File: config.mk
export PLATFORM = sky130hd
export DESIGN_NAME = wb_timer_sched
export DESIGN_NICKNAME = d
export VERILOG_FILES = /design/src/rtl/wb_timer_sched.sv
export SDC_FILE = /design/constraint.sdc
export NUM_CORES = 2
export LEC_CHECK = 0
export CAP_MARGIN = 40
export CORE_UTILIZATION = 55
export DETAILED_ROUTE_END_ITERATION = 12
export PLACE_DENSITY = 0.78
export REMOVE_ABC_BUFFERS = 1
export SETUP_SLACK_MARGIN = 0.15
export SYNTH_ARGS = -nofsm -noshare
export SYNTH_HDL_FRONTEND = slang
export SYNTH_SLANG_ARGS = --single-unit
File: constraint.sdc
create_clock -name clk_i -period 13.16 [get_ports clk_i]
set_clock_uncertainty 0.15 [all_clocks]
set_input_delay 1.316 -clock clk_i [delete_from_list [all_inputs] [get_ports clk_i]]
set_output_delay 1.316 -clock clk_i [all_outputs]
set_load 0.02 [all_outputs]
File: src/rtl/wb_timer_sched.sv
// Purpose: multiplexes NUM_SLOTS software deadlines onto one machine-timer mtimecmp through Wishbone writes.
// Latency: accepted command -> first Wishbone write issued 2 cycles later; each write holds until ack, then idles one cycle.
// Backpressure: req_ready_o is low while reprogramming, settling or expiring, and in ARMED while timer_irq_i is high.
module wb_timer_sched #(
    parameter int          WB_DATA_WIDTH = 32,
    parameter int          WB_ADDR_WIDTH = 32,
    parameter int          WB_SEL_WIDTH  = 4,
    parameter int          NUM_SLOTS     = 4,
    parameter logic [31:0] TIMER_BASE    = 32'h0,
    localparam int         SLOT_W        = (NUM_SLOTS > 1) ? $clog2(NUM_SLOTS) : 1
) (
    input  logic                     clk_i,
    input  logic                     rst_i,
    // deadline command channel
    input  logic                     req_valid_i,
    output logic                     req_ready_o,
    input  logic [SLOT_W-1:0]        req_slot_i,
    input  logic                     req_cancel_i,
    input  logic [63:0]              req_deadline_i,
    // timer interrupt and per-slot status
    input  logic                     timer_irq_i,
    output logic [NUM_SLOTS-1:0]     expired_o,
    output logic [NUM_SLOTS-1:0]     armed_o,
    // Wishbone master toward the machine timer
    output logic [WB_ADDR_WIDTH-1:0] wbm_addr_o,
    output logic [WB_DATA_WIDTH-1:0] wbm_data_o,
    output logic                     wbm_we_o,
    output logic [WB_SEL_WIDTH-1:0]  wbm_sel_o,
    output logic                     wbm_stb_o,
    output logic                     wbm_cyc_o,
    input  logic                     wbm_ack_i
);

    localparam logic [WB_ADDR_WIDTH-1:0] ADDR_LO = WB_ADDR_WIDTH'(TIMER_BASE + 32'd8);
    localparam logic [WB_ADDR_WIDTH-1:0] ADDR_HI = WB_ADDR_WIDTH'(TIMER_BASE + 32'd12);

    typedef enum logic [2:0] {
        S_IDLE,
        S_PICK,
        S_WR_HMAX,
        S_WR_LO,
        S_WR_HI,
        S_SETTLE,
        S_ARMED,
        S_EXPIRE
    } state_t;

    state_t                     state_q, state_d;
    logic [NUM_SLOTS-1:0]       valid_q, valid_d;
    logic [63:0]                dl_q [NUM_SLOTS];
    logic [63:0]                dl_d [NUM_SLOTS];
    logic [63:0]                active_q, active_d;
    logic                       empty_q, empty_d;
    logic                       settle_q, settle_d;
    logic                       cyc_q, cyc_d;
    logic [WB_ADDR_WIDTH-1:0]   addr_q, addr_d;
    logic [WB_DATA_WIDTH-1:0]   data_q, data_d;
    logic [NUM_SLOTS-1:0]       expired_q, expired_d;

    logic                       pick_any;
    logic [63:0]                pick_dl;
    logic [NUM_SLOTS-1:0]       due;
    logic                       req_fire;
    logic                       take_cmd;
    logic [63:0]                dl_in;
    logic                       wr_en;
    logic [WB_ADDR_WIDTH-1:0]   wr_addr;
    logic [31:0]                wr_data32;
    state_t                     wr_next;

    // Commands are only taken when idle, or armed with no interrupt pending (interrupt wins).
    assign req_ready_o = !rst_i && ((state_q == S_IDLE) || ((state_q == S_ARMED) && !timer_irq_i));
    assign req_fire    = req_valid_i && req_ready_o;

    // A zero deadline would collide with the "disabled" encoding, so it is nudged to 1.
    assign dl_in = (req_deadline_i == 64'd0) ? 64'd1 : req_deadline_i;

    // Earliest armed deadline; strict compare keeps the lowest index on ties.
    always_comb begin
        pick_any = 1'b0;
        pick_dl  = '0;
        for (int i = 0; i < NUM_SLOTS; i++) begin
            if (valid_q[i] && (!pick_any || (dl_q[i] < pick_dl))) begin
                pick_any = 1'b1;
                pick_dl  = dl_q[i];
            end
        end
    end

    // Slots that are due when the interrupt for the programmed deadline fires.
    always_comb begin
        due = '0;
        for (int i = 0; i < NUM_SLOTS; i++) begin
            due[i] = valid_q[i] && (dl_q[i] <= active_q);
        end
    end

    // Next-state, slot table and Wishbone write sequencing.
    always_comb begin
        state_d   = state_q;
        valid_d   = valid_q;
        dl_d      = dl_q;
        active_d  = active_q;
        empty_d   = empty_q;
        settle_d  = settle_q;
        cyc_d     = cyc_q;
        addr_d    = addr_q;
        data_d    = data_q;
        expired_d = '0;
        take_cmd  = 1'b0;
        wr_en     = 1'b0;
        wr_addr   = ADDR_HI;
        wr_data32 = 32'h0;
        wr_next   = S_IDLE;

        case (state_q)
            S_IDLE: begin
                if (req_fire) begin
                    take_cmd = 1'b1;
                    state_d  = S_PICK;
                end
            end
            S_PICK: begin
                active_d = pick_dl;
                empty_d  = !pick_any;
                state_d  = pick_any ? S_WR_HMAX : S_WR_LO;
            end
            S_WR_HMAX: begin
                // Park the high word first so no transient compare can fire mid-update.
                wr_en     = 1'b1;
                wr_addr   = ADDR_HI;
                wr_data32 = 32'hFFFF_FFFF;
                wr_next   = S_WR_LO;
            end
            S_WR_LO: begin
                wr_en     = 1'b1;
                wr_addr   = ADDR_LO;
                wr_data32 = empty_q ? 32'h0 : active_q[31:0];
                wr_next   = S_WR_HI;
            end
            S_WR_HI: begin
                wr_en     = 1'b1;
                wr_addr   = ADDR_HI;
                wr_data32 = empty_q ? 32'h0 : active_q[63:32];
                wr_next   = empty_q ? S_IDLE : S_SETTLE;
                settle_d  = 1'b0;
            end
            S_SETTLE: begin
                // Two cycles for the timer's interrupt line to reflect the new compare value.
                if (settle_q) begin
                    state_d = S_ARMED;
                end else begin
                    settle_d = 1'b1;
                end
            end
            S_ARMED: begin
                if (timer_irq_i) begin
                    expired_d = due;
                    valid_d   = valid_q & ~due;
                    state_d   = S_EXPIRE;
                end else if (req_fire) begin
                    take_cmd = 1'b1;
                    state_d  = S_PICK;
                end
            end
            S_EXPIRE: begin
                state_d = S_PICK;
            end
            default: begin
                state_d = S_IDLE;
            end
        endcase

        // Arm overwrites any prior deadline; cancel of an unarmed slot is harmless.
        if (take_cmd) begin
            for (int i = 0; i < NUM_SLOTS; i++) begin
                if (req_slot_i == SLOT_W'(i)) begin
                    if (req_cancel_i) begin
                        valid_d[i] = 1'b0;
                    end else begin
                        valid_d[i] = 1'b1;
                        dl_d[i]    = dl_in;
                    end
                end
            end
        end

        // Single write: raise cyc with stable addr/data, drop on ack, which leaves one idle cycle.
        if (wr_en) begin
            if (!cyc_q) begin
                cyc_d  = 1'b1;
                addr_d = wr_addr;
                data_d = WB_DATA_WIDTH'(wr_data32);
            end else if (wbm_ack_i) begin
                cyc_d   = 1'b0;
                state_d = wr_next;
            end
        end
    end

    // State and output registers with synchronous reset.
    always_ff @(posedge clk_i) begin
        if (rst_i) begin
            state_q   <= S_IDLE;
            valid_q   <= '0;
            dl_q      <= '{default: '0};
            active_q  <= '0;
            empty_q   <= 1'b1;
            settle_q  <= 1'b0;
            cyc_q     <= 1'b0;
            addr_q    <= '0;
            data_q    <= '0;
            expired_q <= '0;
        end else begin
            state_q   <= state_d;
            valid_q   <= valid_d;
            dl_q      <= dl_d;
            active_q  <= active_d;
            empty_q   <= empty_d;
            settle_q  <= settle_d;
            cyc_q     <= cyc_d;
            addr_q    <= addr_d;
            data_q    <= data_d;
            expired_q <= expired_d;
        end
    end

    assign expired_o  = expired_q;
    assign armed_o    = valid_q;
    assign wbm_cyc_o  = cyc_q;
    assign wbm_stb_o  = cyc_q;
    assign wbm_we_o   = cyc_q;
    assign wbm_sel_o  = {WB_SEL_WIDTH{cyc_q}};
    assign wbm_addr_o = addr_q;
    assign wbm_data_o = data_q;

endmodule

# After elaboration in Yosys (flattened, before gate mapping)
# Index checks and enable logic that the tools add are counted.
# op_classes
n_reduce_logical	31
n_mux	38
eq_ne	10
bitwise	6
n_lt_le_gt_ge	7
# ops
op	count
$mux 64	5
$le 64x64->1	4
$lt 64x64->1	3
$pmux 32 s3	1
$logic_not 64->1	1
$mux 32	2
$mux 3	8
$mux 1	15
$pmux 3 s5	1
$eq 3x3->1 const B	4
$mux 4	3
$reduce_and 3->1	4
$logic_and 1x1->1	10
$pmux 3 s3	1
$eq 3x2->1 const B	2
$logic_not 1->1	6
$reduce_or 3->1	2
$and 4x4->4	1
$eq 2x2->1 const B	2
$logic_or 1x1->1	4
$not 1->1	4
$not 4->4	1
$pmux 1 s2	2
$eq 3x1->1 const B	1
other kinds (5)	5
# word_totals
input_bits	72
register_bits	398
out_inout_bits	80

# Longest topological paths before layout
# depth
word_depth	18
mapped_depth	38
ltp_nobuf	30

# Least setup slack after synthesis
# OpenSTA, ideal clock, no wires.
# synth_timing
path_type	register -> register
startpoint	reg valid_q[0] (netlist: armed_o[0])
endpoint	reg active_q[60]
path_buffers	7
arrival_ns	8.040
path_stages_with_launch	37
required_time_ns	12.931
slack_ns	4.890
path_cell_list	dfxtp_1 -> buf_2 -> clkbuf_1 -> buf_1 -> nand2_1 -> ha_1 -> nand4_1 -> or4_4 -> nor2_1 -> and4_1 -> a21oi_2 -> o2bb2ai_1 -> clkbuf_1 -> a22oi_1 -> ha_1 -> and4_1 -> a221o_1 -> a211o_1 -> or3_1 -> a211oi_1 -> a211o_1 -> buf_6 -> buf_6 -> a32oi_1 -> inv_1 -> ha_1 -> a21o_1 -> a21o_1 -> a211o_1 -> o211ai_1 -> a21oi_1 -> o31a_1 -> or2_2 -> o31ai_2 -> clkbuf_1 -> o21ai_0 -> a211oi_2
# synth_via
elab_chain_cells	13
word_cells_on_any_way	19
cone_classes	order compare: 3; mux: 7; reduce/logical: 9
# synth_lines
item	line_no	source
start, declared	49	logic [NUM_SLOTS-1:0] valid_q, valid_d;
start signal, assigned	216	valid_q <= valid_d;
$mux 64 / $mux 1 (equally long branches)	83	if (valid_q[i] && (!pick_any || (dl_q[i] < pick_dl))) begin
$lt 64x64->1 / $logic_not 1->1 (equally long branches)	83	
$logic_or 1x1->1	83	
$logic_and 1x1->1	83	
$mux 64 / $mux 1 (equally long branches)	83	
$lt 64x64->1 / $logic_not 1->1 (equally long branches)	83	
$logic_or 1x1->1	83	
$logic_and 1x1->1	83	
$mux 64 / $mux 1 (equally long branches)	83	
$lt 64x64->1 / $logic_not 1->1 (equally long branches)	83	
$logic_or 1x1->1	83	
$logic_and 1x1->1	83	
$mux 64 (*)	83	
end signal, assigned	218	active_q <= active_d;
end, declared	52	logic [63:0] active_q, active_d;
# Every way passes the cells marked *; elsewhere a longest branch is shown, timed or not.
# A chain may end at the register's enable or synchronous reset.

# Worst setup path in the final report
# layout_timing
startpoint	reg valid_q[0] (netlist: armed_o[0])
endpoint	reg active_q[18]
# Same word-level chain as after synthesis.

==> results_dict.tcl <==
set metrics [dict create \
    path_class "reg -> reg" \
    dp.cells 4008 \
    rr_worst_depth 33 \
    power.share.clock 0.374 \
    cts.clk_slew.worst_paths_ns 0.06 \
    swShare 0.3379 \
    ir_worst_vdd_uv 87.34 \
    status "finished, final reports clean" \
    worst_pin_slew_ns 0.9764 \
    grt_pass1_vias 25020 \
    rr_startpoint "armed_o[0]$_SDFF_PP0_" \
    drv_slew 0 \
    cp_data_arrival_time_ns 11.82 \
    drt-initial-drc-count 2887 \
    slowest_delay_ns 0.95 \
    synthCells 3438 \
    p_leak_nw 12.64 \
    cts_resized 0 \
    fp.dieH_um 223.3 \
    wl_per_cell_um 23.52 \
    syn_to_final_growth_pct 10.99 \
    grt.overflow.total 0 \
    ys_seq_elements 368 \
    post-cts-setup-buffer-count 0 \
    die-area_um2 49850 \
    stdcell_count 4090 \
    multi_input_area_um2 17950 \
    fillers 4234 \
    grt_pass1_wl_um 147400 \
    path_depth 33 \
    timing.fmax_mhz 86.87 \
    power.switching_mw 1.135 \
    min_period_ns 11.51 \
    cp.required_ns 13.46 \
    synth_async_sr_flop_share 0 \
    layout.nets 3957 \
    dieWidth_um 223.3 \
    worst_setup_path_end_kind "flop" \
    p_int_mw 2.225 \
    ant_nets 0 \
    synth_area_um2 26930 \
    cts_buffer_depth 3 \
    seq_area_um2 7371 \
    cap_violations 0 \
    ios 152 \
    crit_fanout 73 \
    drc 0 \
    seq_area_frac_synth 0.2736 \
    numCtsBuffers 43 \
    synth_edf_count 0 \
    holdBufCountCts 0 \
    clkLatencyLatePin_ns 0.60 \
    cp_top_family "simple AND/OR/NAND/NOR gates" \
    rr_endpoint "active_q[18]$_SDFFE_PP0P_" \
    first_pass_iters 6 \
    antenna_found_initial 2 \
    finalHoldViolations 0 \
    worst_path_max_delay_cell "dfxtp_4" \
    whs_ns 0.3277 \
    layout-drive-gt1-share 0.06047 \
    critPathBufInv 4 \
    tns_ns 0 \
    initial_core_util 0.5605 \
    place.gp.congestion 1.038 \
    core_area_um2 48050 \
    setup_viol 0 \
    clockRootBuffer "clkbuf_16" \
    port_buffers 121 \
    rows 80 \
    synth.yosys.warnings 0 \
    synthFlopType "dfxtp_1" \
    vias 26740 \
    worstSetupStartpointType "flop" \
    critPathLaunch "armed_o[0]$_SDFF_PP0_" \
    seq_power_share 0.367 \
    period_share 0.8747 \
    grt_usage 0.3798 \
    routed_wl_um 96180 \
    synth_cell_type_count 69 \
    pwr-share-comb 0.259 \
    rsz0062_at_grt "no" \
    avgViaCountPerCell 6.537 \
    place_ws_ns 2.230 \
    syn_avg_cell_area_um2 7.833 \
    crit_end "active_q[18]$_SDFFE_PP0P_" \
    relSlewSlack 0.3491 \
    hp-class "reg -> reg" \
    grt_max_degree 178 \
    reg2reg_slack_ns 1.65 \
    setup_ws_ns 1.649 \
    cts_tree "yes" \
    hpwl_um 68580 \
    cts.sinks 368 \
    final_cell_mix "nand2_1, ha_1, a21oi_1, dfxtp_1, inv_1" \
    htreeDepth 2 \
    power_density_nw_per_um2 112.4 \
    final_common_cell "nand2_1" \
]
-- layer usage --
| layer | vias up | part of all wire | GRT usage |
|---|---|---|---|
| met4 | 2 | 0.065 | 0.2256 |
| met5 | - | 0.00015 | 0 |
| li1 | 12380 | - | - |
| met1 | 12430 | 0.39 | 0.4944 |
| met3 | 361 | 0.11 | 0.08455 |
| met2 | 1567 | 0.43 | 0.5749 |
-- worst reg2reg max path: cells and delay by family, from the launching register on --
kind | cells | cell delay [ns]
flops | 1 | 0.95
fa+ha+maj | 3 | 0.97
simple gates | 13 | 4.07
compound gates | 13 | 3.73
buf+inv | 4 | 1.52
-- how the worst min path moves through the flow --
stage | slack [ns] | startpoint | endpoint | cells past startpoint
6_report | 0.33 | wbm_addr_o[3]$_SDFFE_PP0P_ | wbm_addr_o[3]$_SDFFE_PP0P_ | 2
2_1_floorplan | 0.31 | dl_q[193]$_SDFFE_PP0P_ | dl_q[193]$_SDFFE_PP0P_ | 2
3_5_place_dp | 0.32 | wbm_addr_o[3]$_SDFFE_PP0P_ | wbm_addr_o[3]$_SDFFE_PP0P_ | 2
4_1_cts | 0.33 | wbm_addr_o[3]$_SDFFE_PP0P_ | wbm_addr_o[3]$_SDFFE_PP0P_ | 2
5_1_grt | 0.36 | wbm_data_o[11]$_SDFFE_PP0P_ | wbm_data_o[11]$_SDFFE_PP0P_ | 2
3_3_place_gp | 0.30 | wbm_addr_o[3]$_SDFFE_PP0P_ | wbm_addr_o[3]$_SDFFE_PP0P_ | 2
-- final cells by class --
| cell class | count | area share |
|---|---|---|
| antenna | 2 | 0.0001674 |
| clock buffer | 60 | 0.04329 |
| clock inverter | 18 | 0.006028 |
| inverter | 203 | 0.02549 |
| multi-input combinational | 2666 | 0.6006 |
| sequential | 368 | 0.2466 |
| tap | 615 | 0.02575 |
| timing repair buffer | 158 | 0.05212 |
-- sequential cells by signal, indices dropped and copies added, names as in the netlist --
name and cells:
expired_o 4, settle_q 1, wbm_addr_o 2, wbm_data_o 32, dl_q 256, armed_o 4
empty_q 1, wbm_cyc_o 1, state_q 3, active_q 64
-- metrics by stage --
step | total power [mW] | util | instance area, µm²
2_1_floorplan | 1.729 | - | 25950
3_3_place_gp | 2.070 | 0.5888 | 28290
3_5_place_dp | 2.084 | 0.5911 | 28400
4_1_cts | 3.331 | 0.6218 | 29870
5_1_grt | 3.466 | 0.6220 | 29880
6_report | 3.360 | 0.6221 | 29890
-- power by group through the flow --
stage / combinational (mW) / clock (mW) / sequential, mW
2_1_floorplan: 0.475 / 0 / 1.25
3_3_place_gp: 0.819 / 0 / 1.25
3_5_place_dp: 0.833 / 0 / 1.25
4_1_cts: 0.839 / 1.26 / 1.23
5_1_grt: 0.927 / 1.30 / 1.23
6_report: 0.871 / 1.26 / 1.23
-- cells by family (layout without fill, tap and decap cells) --
group | count (synthesis) | after routing | share of synthesized area
simple gates | 1119 | 1119 | 0.1835
compound gates | 1071 | 1071 | 0.2668
flops | 368 | 368 | 0.2736
mux | 1 | 1 | 0.0003717
fa+ha+maj | 445 | 445 | 0.2068
buf+inv | 433 | 439 | 0.06877
other cells | 1 | 32 | 0.0001393
-- cell usage after synthesis, drive strengths merged (8+ instances only) --
library cell | instances | area share
nand2 | 639 | 0.089
ha | 445 | 0.21
a21oi | 429 | 0.080
dfxtp | 368 | 0.27
inv | 203 | 0.028
nor2 | 179 | 0.025
clkbuf | 163 | 0.023
a21o | 136 | 0.038
o21ai | 125 | 0.023
a211oi | 116 | 0.044
nand4 | 93 | 0.022
and3 | 74 | 0.017
a22oi | 67 | 0.019
buf | 67 | 0.018
a32oi | 63 | 0.020
a221oi | 38 | 0.012
nor4 | 30 | 0.0074
o21a | 30 | 0.0084
nor3 | 26 | 0.0048
nand3 | 25 | 0.0046
nor2b | 17 | 0.0039
o211ai | 15 | 0.0044
a211o | 12 | 0.0039
nand2b | 8 | 0.0019
(Power assumes the default switching activity.)
